### src/rtl/mem_access_unit_if.sv
// Request/response handshake and Memory-port bundle of mem_access_unit.
// slave  : the access unit (accepts requests, drives the Memory port).
// master : the environment (issues requests, returns Memory read data).
interface mem_access_unit_if;
   logic        req_valid;
   logic        req_ready;
   logic        req_write;
   logic [2:0]  req_funct3;
   logic [31:0] req_addr;
   logic [31:0] req_wdata;

   logic        resp_valid;
   logic [31:0] resp_rdata;
   logic        resp_err;

   logic [31:0] mem_addr;
   logic [31:0] mem_din;
   logic        mem_read;
   logic        mem_write;
   logic [31:0] mem_dout;

   modport slave (
      input  req_valid, req_write, req_funct3, req_addr, req_wdata, mem_dout,
      output req_ready, resp_valid, resp_rdata, resp_err,
             mem_addr, mem_din, mem_read, mem_write
   );

   modport master (
      output req_valid, req_write, req_funct3, req_addr, req_wdata, mem_dout,
      input  req_ready, resp_valid, resp_rdata, resp_err,
             mem_addr, mem_din, mem_read, mem_write
   );
endinterface

### src/rtl/mem_access_unit.sv
// mem_access_unit: load/store initiator between the memory stage and the
// word-wide data Memory. One request per handshake, one-cycle response strobe.
// Optional feature macro MAU_SUBWORD_EN: enables B/H/BU/HU loads and B/H
// stores (read-modify-write). Without it only word accesses are legal and
// the RMW_READ state and merge path do not exist.
//
// state    | meaning
// ---------+---------------------------------------------------------------
// IDLE     | ready for a request; no memory strobe, mem_addr = 0
// READ     | load: word read, addressed lane extracted into response reg
// RMW_READ | B/H store: word read and merged with the store data
// WRITE    | word (or merged word) written to memory
// RESP     | one-cycle response strobe, then back to IDLE
module mem_access_unit #(
   parameter int MEM_DEPTH = 16384
) (
   input  logic             clk,
   input  logic             reset,
   mem_access_unit_if.slave bus
);

   localparam logic [31:0] DEPTH_W = 32'(MEM_DEPTH);
   localparam logic [2:0]  F3_W    = 3'b010;
`ifdef MAU_SUBWORD_EN
   localparam logic [2:0]  F3_B    = 3'b000;
   localparam logic [2:0]  F3_H    = 3'b001;
   localparam logic [2:0]  F3_BU   = 3'b100;
   localparam logic [2:0]  F3_HU   = 3'b101;
`endif

   typedef enum logic [2:0] {
      S_IDLE     = 3'd0,
      S_READ     = 3'd1,
`ifdef MAU_SUBWORD_EN
      S_RMW_READ = 3'd2,
`endif
      S_WRITE    = 3'd3,
      S_RESP     = 3'd4
   } state_t;

   state_t      state_q;
   state_t      state_d;

   logic        accept;
   logic        dec_err;
   logic [29:0] word_q;
   logic [31:0] wdata_q;
   logic [31:0] rdata_q;
   logic        err_q;
   logic [31:0] load_data;

`ifdef MAU_SUBWORD_EN
   logic [1:0]  lane_q;
   logic [2:0]  funct3_q;
   logic [7:0]  lane_b;
   logic [15:0] lane_h;
   logic [31:0] merged;
`endif

   assign accept = bus.req_valid & (state_q == S_IDLE);

   // Request legality: funct3/alignment per access size, and word range.
   always_comb begin
      dec_err = 1'b0;
`ifdef MAU_SUBWORD_EN
      case (bus.req_funct3)
         F3_B:    dec_err = 1'b0;
         F3_H:    dec_err = bus.req_addr[0];
         F3_W:    dec_err = |bus.req_addr[1:0];
         F3_BU:   dec_err = bus.req_write;
         F3_HU:   dec_err = bus.req_write | bus.req_addr[0];
         default: dec_err = 1'b1;
      endcase
`else
      dec_err = (bus.req_funct3 != F3_W) | (|bus.req_addr[1:0]);
`endif
      // No wrap-around: anything past the last word is rejected outright.
      if ({2'b00, bus.req_addr[31:2]} >= DEPTH_W) begin
         dec_err = 1'b1;
      end
   end

`ifdef MAU_SUBWORD_EN
   // Lane extraction and zero/sign extension of load data (little-endian).
   always_comb begin
      case (lane_q)
         2'd0:    lane_b = bus.mem_dout[7:0];
         2'd1:    lane_b = bus.mem_dout[15:8];
         2'd2:    lane_b = bus.mem_dout[23:16];
         default: lane_b = bus.mem_dout[31:24];
      endcase
      lane_h = lane_q[1] ? bus.mem_dout[31:16] : bus.mem_dout[15:0];
      case (funct3_q)
         F3_B:    load_data = {{24{lane_b[7]}}, lane_b};
         F3_H:    load_data = {{16{lane_h[15]}}, lane_h};
         F3_BU:   load_data = {24'h0, lane_b};
         F3_HU:   load_data = {16'h0, lane_h};
         default: load_data = bus.mem_dout;
      endcase
   end

   // Store merge: replace the target byte/halfword of the word just read.
   always_comb begin
      merged = bus.mem_dout;
      if (funct3_q[0]) begin
         if (lane_q[1]) merged[31:16] = wdata_q[15:0];
         else           merged[15:0]  = wdata_q[15:0];
      end else begin
         case (lane_q)
            2'd0:    merged[7:0]   = wdata_q[7:0];
            2'd1:    merged[15:8]  = wdata_q[7:0];
            2'd2:    merged[23:16] = wdata_q[7:0];
            default: merged[31:24] = wdata_q[7:0];
         endcase
      end
   end
`else
   // Word-only build: loads return the memory word unchanged.
   always_comb begin
      load_data = bus.mem_dout;
   end
`endif

   // State register; reset forces IDLE immediately, aborting any access.
   always_ff @(posedge clk or negedge reset) begin
      if (!reset) state_q <= S_IDLE;
      else        state_q <= state_d;
   end

   // Next-state decode.
   always_comb begin
      state_d = state_q;
      case (state_q)
         S_IDLE: begin
            if (accept) begin
               if (dec_err)                state_d = S_RESP;
               else if (!bus.req_write)    state_d = S_READ;
`ifdef MAU_SUBWORD_EN
               else if (bus.req_funct3 != F3_W) state_d = S_RMW_READ;
`endif
               else                        state_d = S_WRITE;
            end
         end
         S_READ:     state_d = S_RESP;
`ifdef MAU_SUBWORD_EN
         S_RMW_READ: state_d = S_WRITE;
`endif
         S_WRITE:    state_d = S_RESP;
         S_RESP:     state_d = S_IDLE;
         default:    state_d = S_IDLE;
      endcase
   end

   // Moore outputs: strobes and response fields are pure functions of state.
   always_comb begin
      bus.req_ready  = 1'b0;
      bus.resp_valid = 1'b0;
      bus.resp_rdata = 32'h0;
      bus.resp_err   = 1'b0;
      bus.mem_addr   = {word_q, 2'b00};
      bus.mem_din    = 32'h0;
      bus.mem_read   = 1'b0;
      bus.mem_write  = 1'b0;
      case (state_q)
         S_IDLE: begin
            bus.req_ready = 1'b1;
            bus.mem_addr  = 32'h0;
         end
         S_READ:     bus.mem_read = 1'b1;
`ifdef MAU_SUBWORD_EN
         S_RMW_READ: bus.mem_read = 1'b1;
`endif
         S_WRITE: begin
            bus.mem_write = 1'b1;
            bus.mem_din   = wdata_q;
         end
         S_RESP: begin
            bus.resp_valid = 1'b1;
            bus.resp_rdata = rdata_q;
            bus.resp_err   = err_q;
         end
         default: bus.mem_addr = 32'h0;
      endcase
   end

   // Request latch, load result capture and merged-word capture.
   always_ff @(posedge clk or negedge reset) begin
      if (!reset) begin
         word_q   <= '0;
         wdata_q  <= '0;
         rdata_q  <= '0;
         err_q    <= 1'b0;
`ifdef MAU_SUBWORD_EN
         lane_q   <= '0;
         funct3_q <= '0;
`endif
      end else begin
         case (state_q)
            S_IDLE: begin
               if (accept) begin
                  word_q   <= bus.req_addr[31:2];
                  wdata_q  <= bus.req_wdata;
                  rdata_q  <= '0;
                  err_q    <= dec_err;
`ifdef MAU_SUBWORD_EN
                  lane_q   <= bus.req_addr[1:0];
                  funct3_q <= bus.req_funct3;
`endif
               end
            end
            S_READ:     rdata_q <= load_data;
`ifdef MAU_SUBWORD_EN
            S_RMW_READ: wdata_q <= merged;
`endif
            default: ;
         endcase
      end
   end

endmodule

### src/flat_wrapper.sv
// flat-port wrapper written by rule: the top's interface ports become plain ports
module mem_access_unit_flat 
#(
   parameter int MEM_DEPTH = 16384
)
  (clk, reset, bus_req_valid, bus_req_write, bus_req_funct3, bus_req_addr, bus_req_wdata, bus_mem_dout, bus_req_ready, bus_resp_valid, bus_resp_rdata, bus_resp_err, bus_mem_addr, bus_mem_din, bus_mem_read, bus_mem_write);
  mem_access_unit_if bus_i ();
  input  logic clk;
  input  logic reset;
  input wire logic [$bits(bus_i.req_valid)-1:0] bus_req_valid;
  input wire logic [$bits(bus_i.req_write)-1:0] bus_req_write;
  input wire logic [$bits(bus_i.req_funct3)-1:0] bus_req_funct3;
  input wire logic [$bits(bus_i.req_addr)-1:0] bus_req_addr;
  input wire logic [$bits(bus_i.req_wdata)-1:0] bus_req_wdata;
  input wire logic [$bits(bus_i.mem_dout)-1:0] bus_mem_dout;
  output wire logic [$bits(bus_i.req_ready)-1:0] bus_req_ready;
  output wire logic [$bits(bus_i.resp_valid)-1:0] bus_resp_valid;
  output wire logic [$bits(bus_i.resp_rdata)-1:0] bus_resp_rdata;
  output wire logic [$bits(bus_i.resp_err)-1:0] bus_resp_err;
  output wire logic [$bits(bus_i.mem_addr)-1:0] bus_mem_addr;
  output wire logic [$bits(bus_i.mem_din)-1:0] bus_mem_din;
  output wire logic [$bits(bus_i.mem_read)-1:0] bus_mem_read;
  output wire logic [$bits(bus_i.mem_write)-1:0] bus_mem_write;
  assign bus_i.req_valid = bus_req_valid;
  assign bus_i.req_write = bus_req_write;
  assign bus_i.req_funct3 = bus_req_funct3;
  assign bus_i.req_addr = bus_req_addr;
  assign bus_i.req_wdata = bus_req_wdata;
  assign bus_i.mem_dout = bus_mem_dout;
  assign bus_req_ready = bus_i.req_ready;
  assign bus_resp_valid = bus_i.resp_valid;
  assign bus_resp_rdata = bus_i.resp_rdata;
  assign bus_resp_err = bus_i.resp_err;
  assign bus_mem_addr = bus_i.mem_addr;
  assign bus_mem_din = bus_i.mem_din;
  assign bus_mem_read = bus_i.mem_read;
  assign bus_mem_write = bus_i.mem_write;
  mem_access_unit #(.MEM_DEPTH(MEM_DEPTH)) u_core (.clk(clk), .reset(reset), .bus(bus_i));
endmodule
### config.mk
export PLATFORM = sky130hd
export DESIGN_NAME = mem_access_unit_flat
export DESIGN_NICKNAME = d
export VERILOG_FILES = /design/src/rtl/mem_access_unit_if.sv /design/src/rtl/mem_access_unit.sv /design/src/flat_wrapper.sv
export SDC_FILE = /design/constraint.sdc
export NUM_CORES = 1
export LEC_CHECK = 0
export ABC_CLOCK_PERIOD_IN_PS = 1660
export CAP_MARGIN = 20
export CORE_UTILIZATION = 30
export CTS_BUF_LIST = sky130_fd_sc_hd__clkbuf_8
export CTS_CLUSTER_DIAMETER = 40
export CTS_CLUSTER_SIZE = 10
export DETAILED_ROUTE_END_ITERATION = 8
export DONT_BUFFER_PORTS = 1
export GPL_TIMING_DRIVEN = 0
export PLACE_DENSITY = 0.53
export RECOVER_POWER = 50
export SLEW_MARGIN = 20
export SYNTH_ARGS = -nofsm -noshare
export SYNTH_HDL_FRONTEND = slang
export SYNTH_SLANG_ARGS = --single-unit
### constraint.sdc
create_clock -name clk -period 1.66 [get_ports clk]
set_input_delay 0.249 -clock clk [delete_from_list [all_inputs] [get_ports clk]]
set_output_delay 0.249 -clock clk [all_outputs]
set_load 0.02 [all_outputs]
==> flow_summary.json, run 1 <==
{
  "skew_ns": 0.00760,
  "power_density_nw_per_um2": 758,
  "wire_per_inst_um": 18.6,
  "relSlewSlack_pct": 36.7,
  "grt_max_degree": 99,
  "violations": "hold timing, setup timing",
  "synth_edf_count": 0,
  "crit_path_top_delay_cell": "dfrtp_1",
  "grt_pass1_vias": 3974,
  "cp_top_family": "buffers and inverters",
  "multi_input_area_um2": 2420,
  "synth_top_cell_by_area": "dfrtp_1",
  "antenna_found_initial": 0,
  "vias": 3573,
  "num_io_pins": 204,
  "dpl.hpwl_um": 8390,
  "coreArea_um2": 14600,
  "crit_path_cell_trace": "buf_6, nor3b_4, buf_4, nor2_4, clkbuf_16, nor2b_4",
  "tns_ns": -34.01,
  "port_buffers": 0,
  "synth_async_sr_flop_share_pct": 100,
  "max_slew.worst_pin.slew_ns": 0.942,
  "drive_gt1_share_pct": 41.7,
  "peakVddDrop_mv": 0.423,
  "synth_compound_area_share_pct": 3.95,
  "syn_avg_cell_area_um2": 10.9,
  "htree_levels": 3,
  "max_freq_mhz": 510,
  "path_class": "reg -> out",
  "nFillCells": 1303,
  "drc": 0,
  "clk_pin_slew_worst_paths_ns": 0.09,
  "fin_ws_ns": -0.300,
  "endpoint_kind": "output pin",
  "die_w_um": 124,
  "synthAdderAreaFrac_pct": 0,
  "cts-root-buf": "clkbuf_8",
  "required_ns": 1.41,
  "synth_warnings": 0,
  "maxSlewViolCount": 0,
  "cts_buffers": 9,
  "setup_viol": 170,
  "regArea_um2": 2450,
  "status": "complete, but fails checks",
  "hold_class": "in -> async",
  "rsz0062_at_grt": "yes",
  "placed_cell_area_um2": 4740,
  "yosys.area.top_type_share_pct": 54.5,
  "synth_top_family_by_area": "simple AND/OR/NAND/NOR gates",
  "max_stage_delay_ns": 0.39,
  "hold_violations": 98,
  "ys_seq_area_share_pct": 54.5,
  "via_per_inst": 4.83,
  "ys_types": 26,
  "crit_buf_inv": 3,
  "synth-simple-area-share_pct": 22.2,
  "final_core_util_pct": 48.6,
  "leakage_nw": 3.09,
  "wl_um": 13800,
  "synth_cells": 412,
  "firstDrtPassIters": 4,
  "final_nets": 654,
  "period_share_pct": 118,
  "clock-sinks": 98,
  "ys.flop_type": "dfrtp_1",
  "fin_area_um2": 7090,
  "startpoint_type": "flop",
  "clk_path_buf_depth": 2,
  "clk_latency_ns": 0.37,
  "fin_crit_ns": 1.96,
  "initial_core_util_pct": 30.8,
  "hold_slack_ns": -0.443,
  "ys_ff_latch": 98,
  "critPathMaxFanout": 10,
  "synth_area_leaders": "dfrtp_1, mux2_2, mux2_1",
  "initialDrtViolationCount": 100,
  "gr-total-overflow": 0,
  "area_delta_synth_final_pct": 57.4,
  "grt_pass1_wl_um": 21700,
  "die_y_um": 124,
  "n_antenna_cell": 0,
  "grtUsageTotal_pct": 18.0,
  "dieArea_um2": 15500,
  "drtAntennaViolNets": 0,
  "arrival_ns": 1.71,
  "synthXorXnorAreaFrac_pct": 0,
  "rows": 44,
  "synthMuxAreaShare_pct": 15.5,
  "gp_congestion": 0.728,
  "cts_tree": "built",
  "netlist_area_um2": 4500,
  "drv_cap": 0
}
-- metal layers --
| metal | global-route usage, % | vias to the layer above | share of wire [%] |
|---|---|---|---|
| met3 | 4.64 | 14 | 5.5 |
| met4 | 7.58 | 0 | 1.6 |
| met1 | 21.1 | 1766 | 42 |
| li1 | - | 1656 | - |
| met2 | 31.1 | 137 | 51 |
| met5 | 0 | - | 0 |
-- per-stage QoR --
stage / power (mW) / setup WS [ns] / cells
2_1_floorplan: 3.17 / -0.0425 / 413
3_3_place_gp: 3.27 / -0.631 / 597
3_5_place_dp: 3.30 / -0.639 / 597
4_1_cts: 5.36 / -0.364 / 729
5_1_grt: 5.63 / -0.399 / 740
6_report: 5.37 / -0.300 / 740
-- synth_stat cells, drive strengths merged, types with 2 or more instances --
library cell / number
a41oi: 2
and2: 34
and3: 32
buf: 14
clkbuf: 18
dfrtp: 98
inv: 2
mux2: 62
nand2: 66
nor2: 3
nor2b: 32
nor3: 3
nor4: 7
o21ai: 32
-- worst paths after layout --
kind,start,endpoint,slack [ns],cells after the start
setup / recovery,u_core.state_q[1],bus_mem_addr[31],-0.30,6
hold / removal,reset,u_core.rdata_q[11],-0.44,0
setup reg to reg,u_core.state_q[1],u_core.state_q[1],-0.24,4
hold reg to reg,u_core.wdata_q[29],u_core.wdata_q[29],0.50,1
max in group asynchronous,reset,u_core.state_q[0],1.90,0
min in group clk,bus_req_addr[21],u_core.word_q[19],0.03,1
-- kinds of logic (layout without fill, tap and decap cells) --
family                 after synthesis  after routing
AND/OR/NAND/NOR                    183            183
AO/OA/AOI/OAI                       34             34
flip-flops                          98             98
multiplexers                        62             62
buffers and inverters               34            177
other                                1              2
-- cell type report --
class | instances | area share, %
Clock inverter | 7 | 0.865
Buffer | 29 | 5.03
Sequential cell | 98 | 34.6
Clock buffer | 9 | 1.75
Tap cell | 184 | 3.25
Inverter | 2 | 0.106
Multi-Input combinational cell | 281 | 34.1
Timing Repair Buffer | 130 | 20.2
-- cell usage in the layout, fill, tap and decap left out, types with 2 or more instances in the layout --
cell type      synthesis  final
mux2_1                25     13
buf_8                  0      5
a41oi_1                2      2
clkinv_2               0      4
dlygate4sd3_1          0     93
buf_2                  8      3
buf_12                 0      6
buf_6                  3     13
nor3_1                 3      3
nand2_1               66     66
mux2_2                37     37
dfrtp_1               98     96
nor4_1                 7      7
and2_4                 0     34
conb_1                 1      2
nor2b_4                0     31
inv_1                  1      2
o21ai_1                6      9
o21ai_0               26     23
buf_4                  3     20
mux2_4                 0     12
clkbuf_8               0     12
bufbuf_16              0      4
nor2_1                 3      2
and3_4                 0     32
dfrtp_2                0      2
clkbuf_16              0      6
clkbuf_2               0      4
-- sequential cells by signal (all words and copies together), names as in the netlist --
register / count
u_core.err_q: 1
u_core.wdata_q: 32
u_core.state_q: 3
u_core.word_q: 30
u_core.rdata_q: 32
-- repair_timing --
item	CTS	global route
endpoints found under the hold margin	190	99
hold buffers	92	1
pin swaps	18	7
resized for setup	265	36
endpoints found under the setup margin	197	196
gates cloned	6	4
buffers inserted	19	10
-- report_power, final --
| group | switching, mW | internal [mW] | leakage (nW) |
|---|---|---|---|
| combinational | 0.394 | 0.696 | 1.77 |
| clock | 0.848 | 0.682 | 0.100 |
| sequential | 0.136 | 2.61 | 1.22 |
Note: power is estimated with default switching activity, not from simulation.
==> inputs of run 2 (changes only) <==
CORE_UTILIZATION = 50   (was 30)
PLACE_DENSITY = 0.76   (was 0.53)
==> run 2 against run 1 <==
  * The run still ends with hold timing, setup timing left
  * Sequential power about the same
  * Combinational power barely moved
  * Cell area fell by 8.3%
  * Count of clock-buffer cells in the layout up 2
  * Worst hold slack better by 0.015 ns
  * First-iteration DRC count is 18% lower
  * Die area decreased by 39%
  * Clock power decreased by 5%
  * Flip-flop and latch count did not move
  * Critical path depth unchanged
==> flow_summary.json, run 2 (synthesis results as in run 1) <==
{
  "cts_buffers": 9,
  "vias": 3288,
  "grt_pass1_wl_um": 18500,
  "hold_violations": 98,
  "gr-total-overflow": 0,
  "final_nets": 577,
  "clk_latency_ns": 0.36,
  "wl_um": 12300,
  "grtUsageTotal_pct": 25.1,
  "arrival_ns": 1.71,
  "port_buffers": 0,
  "firstDrtPassIters": 4,
  "peakVddDrop_mv": 0.567,
  "violations": "hold timing, setup timing",
  "period_share_pct": 118,
  "die_w_um": 96.9,
  "critPathMaxFanout": 6,
  "setup_viol": 173,
  "wire_per_inst_um": 21.0,
  "antenna_found_initial": 0,
  "tns_ns": -30.73,
  "initial_core_util_pct": 51.6,
  "skew_ns": 0.0125,
  "fin_crit_ns": 1.96,
  "clk_path_buf_depth": 2,
  "via_per_inst": 5.60,
  "clk_pin_slew_worst_paths_ns": 0.10,
  "maxSlewViolCount": 0,
  "n_antenna_cell": 0,
  "drtAntennaViolNets": 0,
  "htree_levels": 3,
  "die_y_um": 96.9,
  "required_ns": 1.41,
  "cts-root-buf": "clkbuf_8",
  "hold_slack_ns": -0.428,
  "status": "complete, but fails checks",
  "drc": 0,
  "area_delta_synth_final_pct": 44.3,
  "hold_class": "in -> async",
  "max_freq_mhz": 510,
  "reg_top3": "u_core.rdata_q: 32 flops, u_core.wdata_q: 32 flops, u_core.word_q: 30 flops",
  "worst_r2r_path_depth": 7,
  "grt_max_degree": 99,
  "rows": 34,
  "clock-sinks": 98,
  "dpl.hpwl_um": 7450,
  "fin_ws_ns": -0.300,
  "drive_gt1_share_pct": 54.1,
  "grt_pass1_vias": 3423,
  "startpoint_type": "flop",
  "gp_congestion": 0.764,
  "rsz0062_at_grt": "yes",
  "coreArea_um2": 8720,
  "path_class": "reg -> out",
  "relSlewSlack_pct": 41.4,
  "num_io_pins": 204,
  "endpoint_kind": "output pin",
  "max_slew.worst_pin.slew_ns": 0.873,
  "p_total_mw": 5.31,
  "dieArea_um2": 9380,
  "final_cell_mix": "dfrtp_1, nand2_1, mux2_4",
  "drv_cap": 0,
  "nFillCells": 555,
  "final_common_cell": "dfrtp_1",
  "initialDrtViolationCount": 82,
  "cts_tree": "built",
  "power_density_nw_per_um2": 818,
  "leakage_nw": 2.98
}
## run 2: cell types whose count changed in the layout (fill, tap and decap cells not counted), moves of 6 or more
cell and change:
buf_16 +6, buf_6 +6, dlygate4sd3_1 -85, mux2_1 -13
mux2_2 -37, mux2_4 +50
## run 2: final timing paths
check | start | to | slack [ns]
min in group clk | bus_mem_dout[30] | u_core.rdata_q[30] | 0
max in group asynchronous | reset | u_core.state_q[2] | 1.95
hold / removal | reset | u_core.rdata_q[10] | -0.43
hold reg to reg | u_core.wdata_q[19] | u_core.wdata_q[19] | 0.52
setup / recovery | u_core.state_q[1] | bus_resp_rdata[26] | -0.30
setup reg to reg | u_core.state_q[2] | u_core.word_q[5] | -0.21
## run 2: routing by layer
metal	global-route usage, %	wire length, µm
met1	29.6	4790
met2	42.4	6380
met3	9.39	987
met4	7.92	182
met5	0	0
## run 2: per-stage QoR
| step | cells | area, µm² | worst slack, ns | hold slack (ns) | utilization [%] |
|---|---|---|---|---|---|
| 6_report | 587 | 6500 | -0.300 | -0.428 | 74.5 |
| 2_1_floorplan | 413 | 4510 | -0.0425 | -0.0466 | - |
| 4_1_cts | 574 | 6110 | -0.290 | -0.443 | 70.1 |
| 3_5_place_dp | 521 | 4640 | -0.539 | -0.0444 | 53.2 |
| 3_3_place_gp | 521 | 4640 | -0.535 | -0.0445 | 53.2 |
| 5_1_grt | 587 | 6500 | -0.371 | -0.463 | 74.5 |
## run 2: area by class of cell
class / instances / area [µm²] / area share (%)
Clock inverter: 5 / 38.8 / 0.597
Tap cell: 108 / 135 / 2.08
Sequential cell: 98 / 2450 / 37.8
Multi-Input combinational cell: 281 / 2640 / 40.7
Buffer: 28 / 372 / 5.72
Inverter: 2 / 7.51 / 0.116
Clock buffer: 11 / 151 / 2.33
Timing Repair Buffer: 54 / 696 / 10.7
## run 2: what timing repair did
action                     in CTS  in global routing
resized for setup             277                 95
hold endpoints to repair      105                 99
gates cloned                   10                  3
hold buffers                    7                  1
pin swaps                      35                  4
setup buffers                  21                 15
setup endpoints to repair     197                189
## run 2: where the power goes
group | internal, mW | switching (mW) | total, mW
Combinational | 0.693 | 0.394 | 1.09
Sequential | 2.61 | 0.151 | 2.76
Clock | 0.636 | 0.826 | 1.46
Total | 3.94 | 1.37 | 5.31
## run 2: critical path, cell delays in order, from the launching register on
cell and delay (ns):
dfrtp_1 0.39, buf_6 0.13, nor3b_4 0.22, buf_6 0.14
buf_8 0.13, clkbuf_16 0.16, and2_4 0.18
==> inputs of run 3 (changes only) <==
CORE_ASPECT_RATIO = 0.6   (was default)
CORE_UTILIZATION = 59   (was 50)
PLACE_DENSITY = 0.86   (was 0.76)
SETUP_SLACK_MARGIN = 0.1   (was default)
==> run 3 against run 2 <==
  * The flow still finishes with violations (hold timing, setup timing)
  * Flip-flop and latch count unchanged
  * Count of clock-buffer cells in the layout down 2
  * Global-route usage up 9.2 points
  * Worst hold slack worse by 0.021 ns
  * Clock skew down 0.0020 ns
  * Fmax down 6.2%
  * Core utilization up 21 points
  * Cell area up 7.6%
  * Cell count up 3.6%
  * First-iteration DRC count rose to 6.8 times the previous value
  * Power up 2.2%
  * Largest cell class unchanged
  * Largest power group unchanged
==> flow_summary.json, run 3 (synthesis results as in run 1) <==
{
  "status": "complete, but fails checks",
  "violations": "hold timing, setup timing",
  "firstDrtPassIters": 6,
  "drive_gt1_share_pct": 59.0,
  "grtUsageTotal_pct": 34.3,
  "wl_um": 20200,
  "placed_cells": 517,
  "hold_violations": 100,
  "clk_latency_ns": 0.38,
  "final_common_cell": "dfrtp_1",
  "tns_ns": -59.05,
  "wire_per_inst_um": 33.3,
  "vias": 4340,
  "setup_viol": 197,
  "multi_input_area_um2": 2710,
  "arrival_ns": 2.38,
  "coreArea_um2": 7330,
  "drc": 0,
  "final_cell_mix": "dfrtp_1, nand2_1, mux2_4",
  "critPathMaxFanout": 8,
  "dpl.hpwl_um": 7540,
  "fin_ws_ns": -0.430,
  "gp_congestion": 0.747,
  "die_w_um": 115,
  "grt_max_degree": 99,
  "cts_buffers": 9,
  "drtAntennaViolNets": 0,
  "dieArea_um2": 7990,
  "num_io_pins": 204,
  "clock-sinks": 98,
  "cts_tree": "built",
  "period_share_pct": 126,
  "fin_cells": 608,
  "required_ns": 1.95,
  "r2r_slack_ns": -0.43,
  "rsz0062_at_grt": "yes",
  "worst_r2r_path_depth": 10,
  "via_per_inst": 7.14,
  "gr-max-usage-layer": "met2",
  "peakVddDrop_mv": 0.907,
  "hold_slack_ns": -0.449,
  "initialDrtViolationCount": 556,
  "met1_usage_pct": 44.3,
  "leakage_nw": 3.19,
  "path_class": "reg -> reg",
  "area_delta_synth_final_pct": 55.2,
  "relSlewSlack_pct": 44.9,
  "endpoint_kind": "flop",
  "startpoint_type": "flop",
  "p_total_mw": 5.43,
  "maxSlewViolCount": 0,
  "use_met2_pct": 54.2,
  "reg_top3": "u_core.rdata_q: 32 flops, u_core.wdata_q: 32 flops, u_core.word_q: 30 flops",
  "place_ws_ns": -0.233,
  "nFillCells": 159,
  "drv_cap": 0,
  "clk_path_buf_depth": 2,
  "grt_pass1_wl_um": 20100,
  "gr-total-overflow": 0,
  "initial_core_util_pct": 61.4,
  "antenna_found_initial": 2,
  "final_nets": 602,
  "hold_class": "in -> async",
  "rows": 24,
  "max_slew.worst_pin.slew_ns": 0.819,
  "max_freq_mhz": 479,
  "grt_use_met3_pct": 10.8,
  "clk_pin_slew_worst_paths_ns": 0.11,
  "cts-root-buf": "clkbuf_8",
  "regArea_um2": 2450,
  "htree_levels": 3,
  "grt_pass1_vias": 3635,
  "port_buffers": 0,
  "power_density_nw_per_um2": 777,
  "skew_ns": 0.0106,
  "die_y_um": 69.7,
  "fin_crit_ns": 2.09
}
[run 3: area by class of cell]
type | count | area share (%)
Sequential cell | 98 | 35.1
Multi-Input combinational cell | 281 | 38.7
Inverter | 2 | 0.215
Antenna cell | 1 | 0.0358
Tap cell | 104 | 1.86
Timing Repair Buffer | 78 | 15.2
Clock inverter | 6 | 0.519
Buffer | 29 | 6.50
Clock buffer | 9 | 1.77
[run 3: final timing paths]
kind	from	endpoint
setup / recovery	u_core.state_q[1]	u_core.err_q
hold / removal	reset	u_core.word_q[5]
setup reg to reg	u_core.state_q[1]	u_core.err_q
hold reg to reg	u_core.wdata_q[20]	u_core.wdata_q[20]
max in group asynchronous	reset	u_core.wdata_q[13]
min in group clk	bus_mem_dout[6]	u_core.rdata_q[6]
[run 3: stage by stage]
step                util, %  cell area [µm²]
floorplan                 -             4770
global placement       66.8             4900
detailed placement     66.8             4900
CTS                    86.5             6340
global route           95.3             6980
finish                 95.4             6990
[run 3: timing repair]
item | 4_1_cts | 5_1_grt
resized for setup | 236 | 137
buffers inserted | 29 | 15
endpoints found under the hold margin | 107 | 105
pin swaps | 31 | 19
hold buffers | 9 | 7
cloned | 13 | 7
setup endpoints to repair | 197 | 197
[run 3: metal layers]
layer  share of wire [%]  routed length [µm]
met1                  34                6820
met5               0.064                  13
met2                  45                9060
met4                 8.1                1650
met3                  13                2690
[run 3: power breakdown]
part	switching, mW	internal (mW)
clock network	0.881	0.527
logic	0.483	0.731
registers	0.195	2.61
[run 3: critical path: stages (launching register included)]
cell	delay, ns
dfrtp_1	0.42
buf_6	0.15
buf_4	0.14
nor4b_4	0.32
buf_4	0.20
buf_8	0.13
buf_12	0.12
buf_12	0.14
buf_6	0.12
nor2_1	0.06
a41oi_2	0.20
